File: config.mk
export PLATFORM = sky130hd
export DESIGN_NAME = slow_clock_gen
export DESIGN_NICKNAME = d
export VERILOG_FILES = /design/src/rtl/slow_clock_gen.sv
export SDC_FILE = /design/constraint.sdc
export NUM_CORES = 1
export LEC_CHECK = 0
export CORE_ASPECT_RATIO = 1.2
export CORE_MARGIN = 3
export CORE_UTILIZATION = 50
export CTS_CLUSTER_DIAMETER = 60
export DETAILED_ROUTE_END_ITERATION = 12
export HOLD_SLACK_MARGIN = 0.03
export PLACE_DENSITY = 0.67
export SLEW_MARGIN = 25
export SYNTH_ARGS = -nofsm -noshare
export SYNTH_HDL_FRONTEND = slang
export SYNTH_SLANG_ARGS = --single-unit
File: constraint.sdc
create_clock -name CLOCK -period 2.8 [get_ports CLOCK]
set_clock_uncertainty 0.2 [all_clocks]
set_input_delay 0.42 -clock CLOCK [delete_from_list [all_inputs] [get_ports CLOCK]]
set_output_delay 0.42 -clock CLOCK [all_outputs]
set_load 0.01 [all_outputs]
File: src/rtl/slow_clock_gen.sv
// slow_clock_gen: multi-channel programmable slow-clock generator.
// Each channel produces a 50 % duty square wave and a one-cycle tick on every
// toggle, with a runtime-loadable half-period. Everything is synchronous to
// CLOCK; the outputs are data signals and must not be routed as clocks.
//
// Build option: define SLOW_CLOCK_GEN_SYNC_EN to honour the SYNC input
// (restart all channels in phase). Without it SYNC is accepted but ignored.
module slow_clock_gen #(
  parameter int                CHANNELS     = 4,
  parameter int                WIDTH        = 20,
  parameter logic [WIDTH-1:0]  DEFAULT_HALF = {WIDTH{1'b1}}
) (
  input  logic                 CLOCK,
  input  logic                 RESET,
  input  logic [CHANNELS-1:0]  ENABLE,
  input  logic [CHANNELS-1:0]  DIV_LOAD,
  input  logic [WIDTH-1:0]     DIV_VALUE,
  input  logic                 SYNC,
  output logic [CHANNELS-1:0]  OUT,
  output logic [CHANNELS-1:0]  TICK
);

  localparam logic [WIDTH-1:0] ONE  = WIDTH'(1);
  localparam logic [WIDTH-1:0] ZERO = '0;

  // Global in-phase restart request shared by every channel.
  logic sync_hit;

`ifdef SLOW_CLOCK_GEN_SYNC_EN
  assign sync_hit = SYNC;
`else
  // SYNC is kept on the port list for a uniform footprint but drives nothing.
  logic unused_sync;
  assign unused_sync = SYNC;
  assign sync_hit    = 1'b0;
`endif

  for (genvar gi = 0; gi < CHANNELS; gi++) begin : g_chan
    logic [WIDTH-1:0] half_reg;
    logic [WIDTH-1:0] count_reg;
    logic             out_reg;
    logic             tick_reg;
    logic             terminal;

    // Equality against the programmed half-period; the counter is always
    // reset to zero whenever HALF changes, so it can never overshoot.
    assign terminal = (count_reg == half_reg);

    // Per-channel divider: reset > sync > load > count > hold.
    always_ff @(posedge CLOCK) begin
      if (RESET) begin
        half_reg  <= DEFAULT_HALF;
        count_reg <= ZERO;
        out_reg   <= 1'b0;
        tick_reg  <= 1'b0;
      end else if (sync_hit) begin
        count_reg <= ZERO;
        out_reg   <= 1'b0;
        tick_reg  <= 1'b0;
      end else if (DIV_LOAD[gi]) begin
        // A terminal count coinciding with the load is discarded on purpose.
        half_reg  <= DIV_VALUE;
        count_reg <= ZERO;
        tick_reg  <= 1'b0;
      end else if (ENABLE[gi]) begin
        if (terminal) begin
          count_reg <= ZERO;
          out_reg   <= ~out_reg;
          tick_reg  <= 1'b1;
        end else begin
          count_reg <= count_reg + ONE;
          tick_reg  <= 1'b0;
        end
      end else begin
        tick_reg  <= 1'b0;
      end
    end

    assign OUT[gi]  = out_reg;
    assign TICK[gi] = tick_reg;
  end

endmodule

==> results.ini, run 1 <==
[outcome]
outcome=complete, no violations

[clock_tree]
post_cts_buffers=0
clkTransAtPathRegs_ps=70
cts-root-buf=clkbuf_16
clock_latency_ps=420
cts_max_level=4
cts-buffers-inserted=17
cts_resized=0
cts_tree=yes
cts_max_path_buffers=2
cts_sinks=168
ctsHoldBuffers=0

[sta]
min_period_ps=2257
rsz0062_at_grt=no
layout_worst_path_cycle_share=0.8061
slew_headroom=0.5273
fmax_mhz=443.1
setup_violations=0
tns_ps=0
maxSlewViolCount=0
worst_pin_slew_ps=702.6
hold_violations=0

[routing]
drc=0
vias_per_cell=5.335
via_count=5586
drt-pass1-iter-count=5
drtIter0Drc=320
wl_um=16970
wire_per_inst_um=16.20
ant_nets=0

[worst_setup_path]
cp.arrival_ps=2410
worstPathCellList=xnor2_1, nand4_1, or4_4, or4b_1, a21oi_1
end_kind=flop
crit_slowest_cell=or4_4
cpPeakStageDelay_ps=580
required_ps=2950
cp_max_fo=5
crit_family=simple AND/OR/NAND/NOR gates
path_buf_inv=0
crit_type=flop to flop
critPathLaunchType=flop

[run]
drv_cap=0

[global_routing]
grt.overflow.total=0
grt_pass1_wl_um=27540
grt_max_degree=38
grt_pass1_vias=5463
antenna_found_initial=0
track_usage=0.2077

[layout]
drive_above_1_share=0.07910
fin_area_um2=8786
num_antenna_cells=0
regArea_um2=3363
fill_cells=1297
multi_input_area_um2=3970
area_growth_syn_to_layout_pct=15.53
nNetsFinal=869

[synthesis]
syn_inst=808
synthDistinctLibCells=41
synthArstFlopShare=0
synthesis.area_um2=7605
synth_edf_count=0
yosys_register_bits=168
ys.flop_type=dfxtp_1
yosysWarnings=0
synth.top_cells.by_area=dfxtp_1 (44%), xnor2_1 (11%), a211o_1 (9.3%), nor2b_1 (6.7%), xor2_1 (6.6%)
avgSynthCellArea_um2=9.412
synth-seq-area-share=0.4423
synth_area_leader_cell=dfxtp_1
netlist.area_leader.share=0.4423
synth_nets=843

[power_and_ir_drop]
design_power_total_uw=5426
swShare=0.2258
netSwitchingPower_uw=1225
total_leakage_power_uw=0.003095
p_seq_frac=0.468
clkPwrFrac=0.460
intPower_uw=4200
p_comb_frac=0.072
vdd_drop_max_mv=0.3686
power_per_cell_area_nw_per_um2=617.6

[worst_hold_path]
hold_class=flop to flop

[floorplan]
initial_utilization=0.5190
num_rows=48
core-area_um2=14650
ios=39
dieWidth_um=118.6
dieArea_um2=16730
die_y_um=141.1

[placement]
hpwl_um=11850
port_buffers=37
gp_congestion=0.8368
dpl-instance-area_um2=8149

cells by family (layout without fill, tap and decap cells):
group | Yosys count | in the layout | synth area share
xor gates and xnor gates | 156 | 156 | 0.1816
muxes | 5 | 5 | 0.006746
adders and majority gates | 4 | 4 | 0.006581
buffers and inverters | 59 | 98 | 0.03570
and+or+nand+nor | 326 | 326 | 0.2261
DFF | 168 | 168 | 0.4423
AOI/OAI and AO/OA | 90 | 90 | 0.1010
path summary, 6_finish.rpt:
check                                       startpoint                 to  slack (ps)  cells after the start
worst max-delay path            g_chan[1].count_reg[8]  g_chan[1].out_reg         540                      5
worst min-delay path                 g_chan[2].out_reg  g_chan[2].out_reg         290                      2
worst max register to register  g_chan[1].count_reg[8]  g_chan[1].out_reg         540                      5
worst min register to register       g_chan[2].out_reg  g_chan[2].out_reg         290                      2
layout by cell type, fill, tap and decap left out, types with 2 or more instances in the layout:
master and n:
a211o_1 81, a21oi_1 3, and3_1 9, and3_2 2
and4_1 6, buf_4 20, bufinv_16 4, clkbuf_16 17
clkdlybuf4s50_1 36, clkinv_2 2, clkinv_4 4, clkinvlp_4 2
dfxtp_1 168, ha_1 4, inv_1 8, inv_6 2
mux2i_1 4, nand2_1 33, nand3_1 19, nand4_1 35
nor2_1 107, nor2b_1 81, nor3_1 10, nor4_1 8
o21ai_1 2, o31ai_1 2, or3_1 3, or3b_2 2
or4_1 3, xnor2_1 97, xnor2_2 2, xor2_1 57
worst register-to-register path: stages, from the launching register on:
cell	delay, ps
dfxtp_1	420
xnor2_1	150
nand4_1	160
or4_4	580
or4b_1	520
a21oi_1	150
cell usage after synthesis, drive strengths merged, types with 4 or more instances:
master  instances
nor2          107
clkbuf         30
nand2          33
ha              4
nor4            9
mux2i           4
nand4          35
nand3          19
and3           11
buf            21
or4             4
inv             8
a211o          81
nor3           10
nor2b          81
xor2           57
xnor2          99
dfxtp         168
and4            7
layer usage:
metal,GRT usage,up-vias,routed length (µm)
met4,0.07138,0,286
met5,0,-,0
li1,-,2807,-
met3,0.04013,23,631
met1,0.2645,2644,7724
met2,0.3533,112,8322
through the flow:
step                      hold WS (ps)  setup slack (ps)  utilization  cells
after floorplan                  252.2             759.4            -    808
after global placement           267.3             319.3       0.5561   1015
after detailed placement         281.2             260.6       0.5561   1015
after CTS                        289.7             553.7       0.5996   1047
after global routing             331.2             409.2       0.5996   1047
final                            292.1             543.0       0.5996   1047
power by group through the flow:
| stage | logic [µW] | clock network, µW | registers, µW |
|---|---|---|---|
| 6_report | 393 | 2500 | 2540 |
| 5_1_grt | 432 | 2640 | 2540 |
| 4_1_cts | 394 | 2550 | 2540 |
| 3_5_place_dp | 391 | 0 | 2590 |
| 3_3_place_gp | 380 | 0 | 2590 |
| 2_1_floorplan | 259 | 0 | 2570 |
area by class of cell:
| class | count | share of cell area |
|---|---|---|
| inverters | 8 | 0.003418 |
| well taps | 200 | 0.02848 |
| clock buffers | 18 | 0.04999 |
| flip-flops and latches | 168 | 0.3828 |
| multi-input cells | 581 | 0.4519 |
| repair buffers | 58 | 0.06095 |
| clock inverters | 14 | 0.02250 |
Note: power is estimated with default switching activity, not from simulation.
==> run 2: changes to the inputs <==
PLACE_DENSITY = 0.7   (was 0.67)
clock period = 2 ns   (was 2.8 ns; I/O delays follow)
==> results.ini, run 2 (synthesized netlist as in run 1, its figures left out) <==
[outcome]
outcome=finished, violations left
violations=negative setup slack

[layout]
final_cell_mix=dfxtp_1 (153), nor2_1 (91), xnor2_1 (91), nor2b_1 (81), a211o_1 (81)
postLayoutCoreUtil=0.6483  ; +0.04875
area_growth_syn_to_layout_pct=24.93
final_common_cell=dfxtp_1
num_antenna_cells=0  ; unchanged
nNetsFinal=936  ; +7.7%
drive_above_1_share=0.1980  ; +0.1189

[global_routing]
grtUsageMet1=0.2703  ; +0.005863
grt_pass1_vias=5914  ; +8.3%
grt.overflow.total=0  ; unchanged
grtUsageMet2=0.3701  ; +0.01677
antenna_found_initial=0  ; unchanged
grtUsageMet3=0.04896  ; +0.008828
grt_max_degree=40  ; +5.3%
grt_busiest_layer=met2
track_usage=0.2212  ; +0.01355
grt_pass1_wl_um=29530  ; +7.2%

[clock_tree]
cts-buffers-inserted=17  ; unchanged
cts_tree=yes
clkTransAtPathRegs_ps=60  ; about the same
ctsHoldBuffers=0  ; unchanged
clock_latency_ps=430  ; about the same
cts-root-buf=clkbuf_16
cts_max_level=4  ; unchanged
cts_sinks=168  ; unchanged
cts_max_path_buffers=2  ; unchanged

[sta]
whs_ps=170.8  ; -121.3 ps
rsz0062_at_grt=yes
slew_headroom=0.6381  ; +0.1109
fmax_mhz=483.1  ; +9.0%
maxSlewViolCount=0  ; unchanged
hold_violations=0  ; unchanged
fin_ws_ps=-70.05  ; -613.1 ps
tns_ps=-1236  ; -1236 ps
worst_pin_slew_ps=542.8  ; -159.8 ps
layout_worst_path_cycle_share=1.035  ; +0.2290
min_period_ps=2070  ; -186.9 ps
setup_violations=22  ; +22

[floorplan]
ios=39  ; unchanged
dieWidth_um=118.6  ; unchanged
die_y_um=141.1  ; unchanged
num_rows=48  ; unchanged
dieArea_um2=16730  ; unchanged
initial_utilization=0.5190  ; unchanged
core-area_um2=14650  ; unchanged

[run]
drv_cap=0  ; unchanged

[worst_setup_path]
crit_slowest_cell=or4_4
critPathLaunchType=flop
worstPathCellList=xnor2_2, nand4_1, or4_4, buf_4, o31ai_1, a21oi_2
path_buf_inv=1  ; +1
crit_type=flop to flop
end_kind=flop
cp_max_fo=3  ; -2
cpPeakStageDelay_ps=590  ; about the same
required_ps=2110  ; -840 ps
cp.arrival_ps=2180  ; -230 ps
crit_family=simple AND/OR/NAND/NOR gates

[routing]
via_count=5942  ; +6.4%
drt-pass1-iter-count=4  ; -1
drtIter0Drc=301  ; -5.9%
wire_per_inst_um=16.46  ; +1.6%
drc=0  ; unchanged
wl_um=18330  ; +8.1%
vias_per_cell=5.334  ; about the same
ant_nets=0  ; unchanged

[placement]
gp_congestion=0.8678  ; +3.7%
port_buffers=37  ; unchanged
hpwl_um=12790  ; +7.9%
dp_slack_ps=-281.3  ; -541.9 ps

[power_and_ir_drop]
power_per_cell_area_nw_per_um2=772.9  ; +25%
vdd_drop_max_mv=0.6332  ; +72%
total_leakage_power_uw=0.003494  ; +13%
design_power_total_uw=7343  ; +35%
swShare=0.2339  ; +0.008066
intPower_uw=5625  ; +34%
p_seq_frac=0.484  ; +0.016
netSwitchingPower_uw=1717  ; +40%
clkPwrFrac=0.432  ; -0.028
p_comb_frac=0.084  ; +0.012

[worst_hold_path]
hold_class=input pin to flop

[run 2: cell types whose count changed in the layout (fill, tap and decap cells not counted), moves of 4 or more]
cell	change
nor2_1	-16
buf_12	+4
buf_6	+8
buf_4	+55
dfxtp_1	-15
dfxtp_2	+15
nor2_2	+13
xnor2_1	-6
xnor2_2	+6
[run 2: worst register-to-register path: cells and delay by family (launching register included)]
family                    cells  cell delay, ps
and+or+nand+nor               2             740
AOI/OAI and AO/OA             2             370
xor gates and xnor gates      1             120
buffers and inverters         1             160
DFF                           1             360
[run 2: worst paths after layout]
kind	cells past startpoint	slack [ps]	start	to
worst max-delay path	6	-70	g_chan[2].half_reg[11]	g_chan[2].out_reg
worst min-delay path	2	170	RESET	g_chan[1].out_reg
worst max register to register	6	-70	g_chan[2].half_reg[11]	g_chan[2].out_reg
worst min register to register	2	300	g_chan[1].out_reg	g_chan[1].out_reg
[run 2: final cells by class]
type	instances	area, µm²
inverters	8	30.03
fillers	1209	5154
clock inverters	11	97.59
flip-flops and latches	168	3382
well taps	200	250.2
repair buffers	125	1119
multi-input cells	581	4141
clock buffers	21	480.5
[run 2: what timing repair did]
action | CTS | global route
resized for setup | 16 | 46
buffers inserted | 0 | 2
pin swaps | 10 | 26
endpoints found under the setup margin | 59 | 69
cloned | 1 | 2
[run 2: per-stage QoR]
stage                     std cells  cell area [µm²]
after floorplan                 808             7610
final                          1114             9500
after detailed placement       1077             8670
after global placement         1077             8670
after global routing           1114             9500
after CTS                      1110             9309
[run 2: power by group through the flow]
stage | registers [µW] | clock network, µW | logic [µW]
2_1_floorplan | 3600 | 0 | 363
3_3_place_gp | 3620 | 0 | 560
5_1_grt | 3570 | 3360 | 664
6_report | 3560 | 3170 | 613
4_1_cts | 3550 | 3240 | 591
3_5_place_dp | 3620 | 0 | 579
[run 2: routing by layer]
metal / vias to the layer above / share of wire
met4: 0 / 0.039
met1: 2839 / 0.42
met3: 46 / 0.049
met5: - / 0
met2: 122 / 0.49
li1: 2935 / -
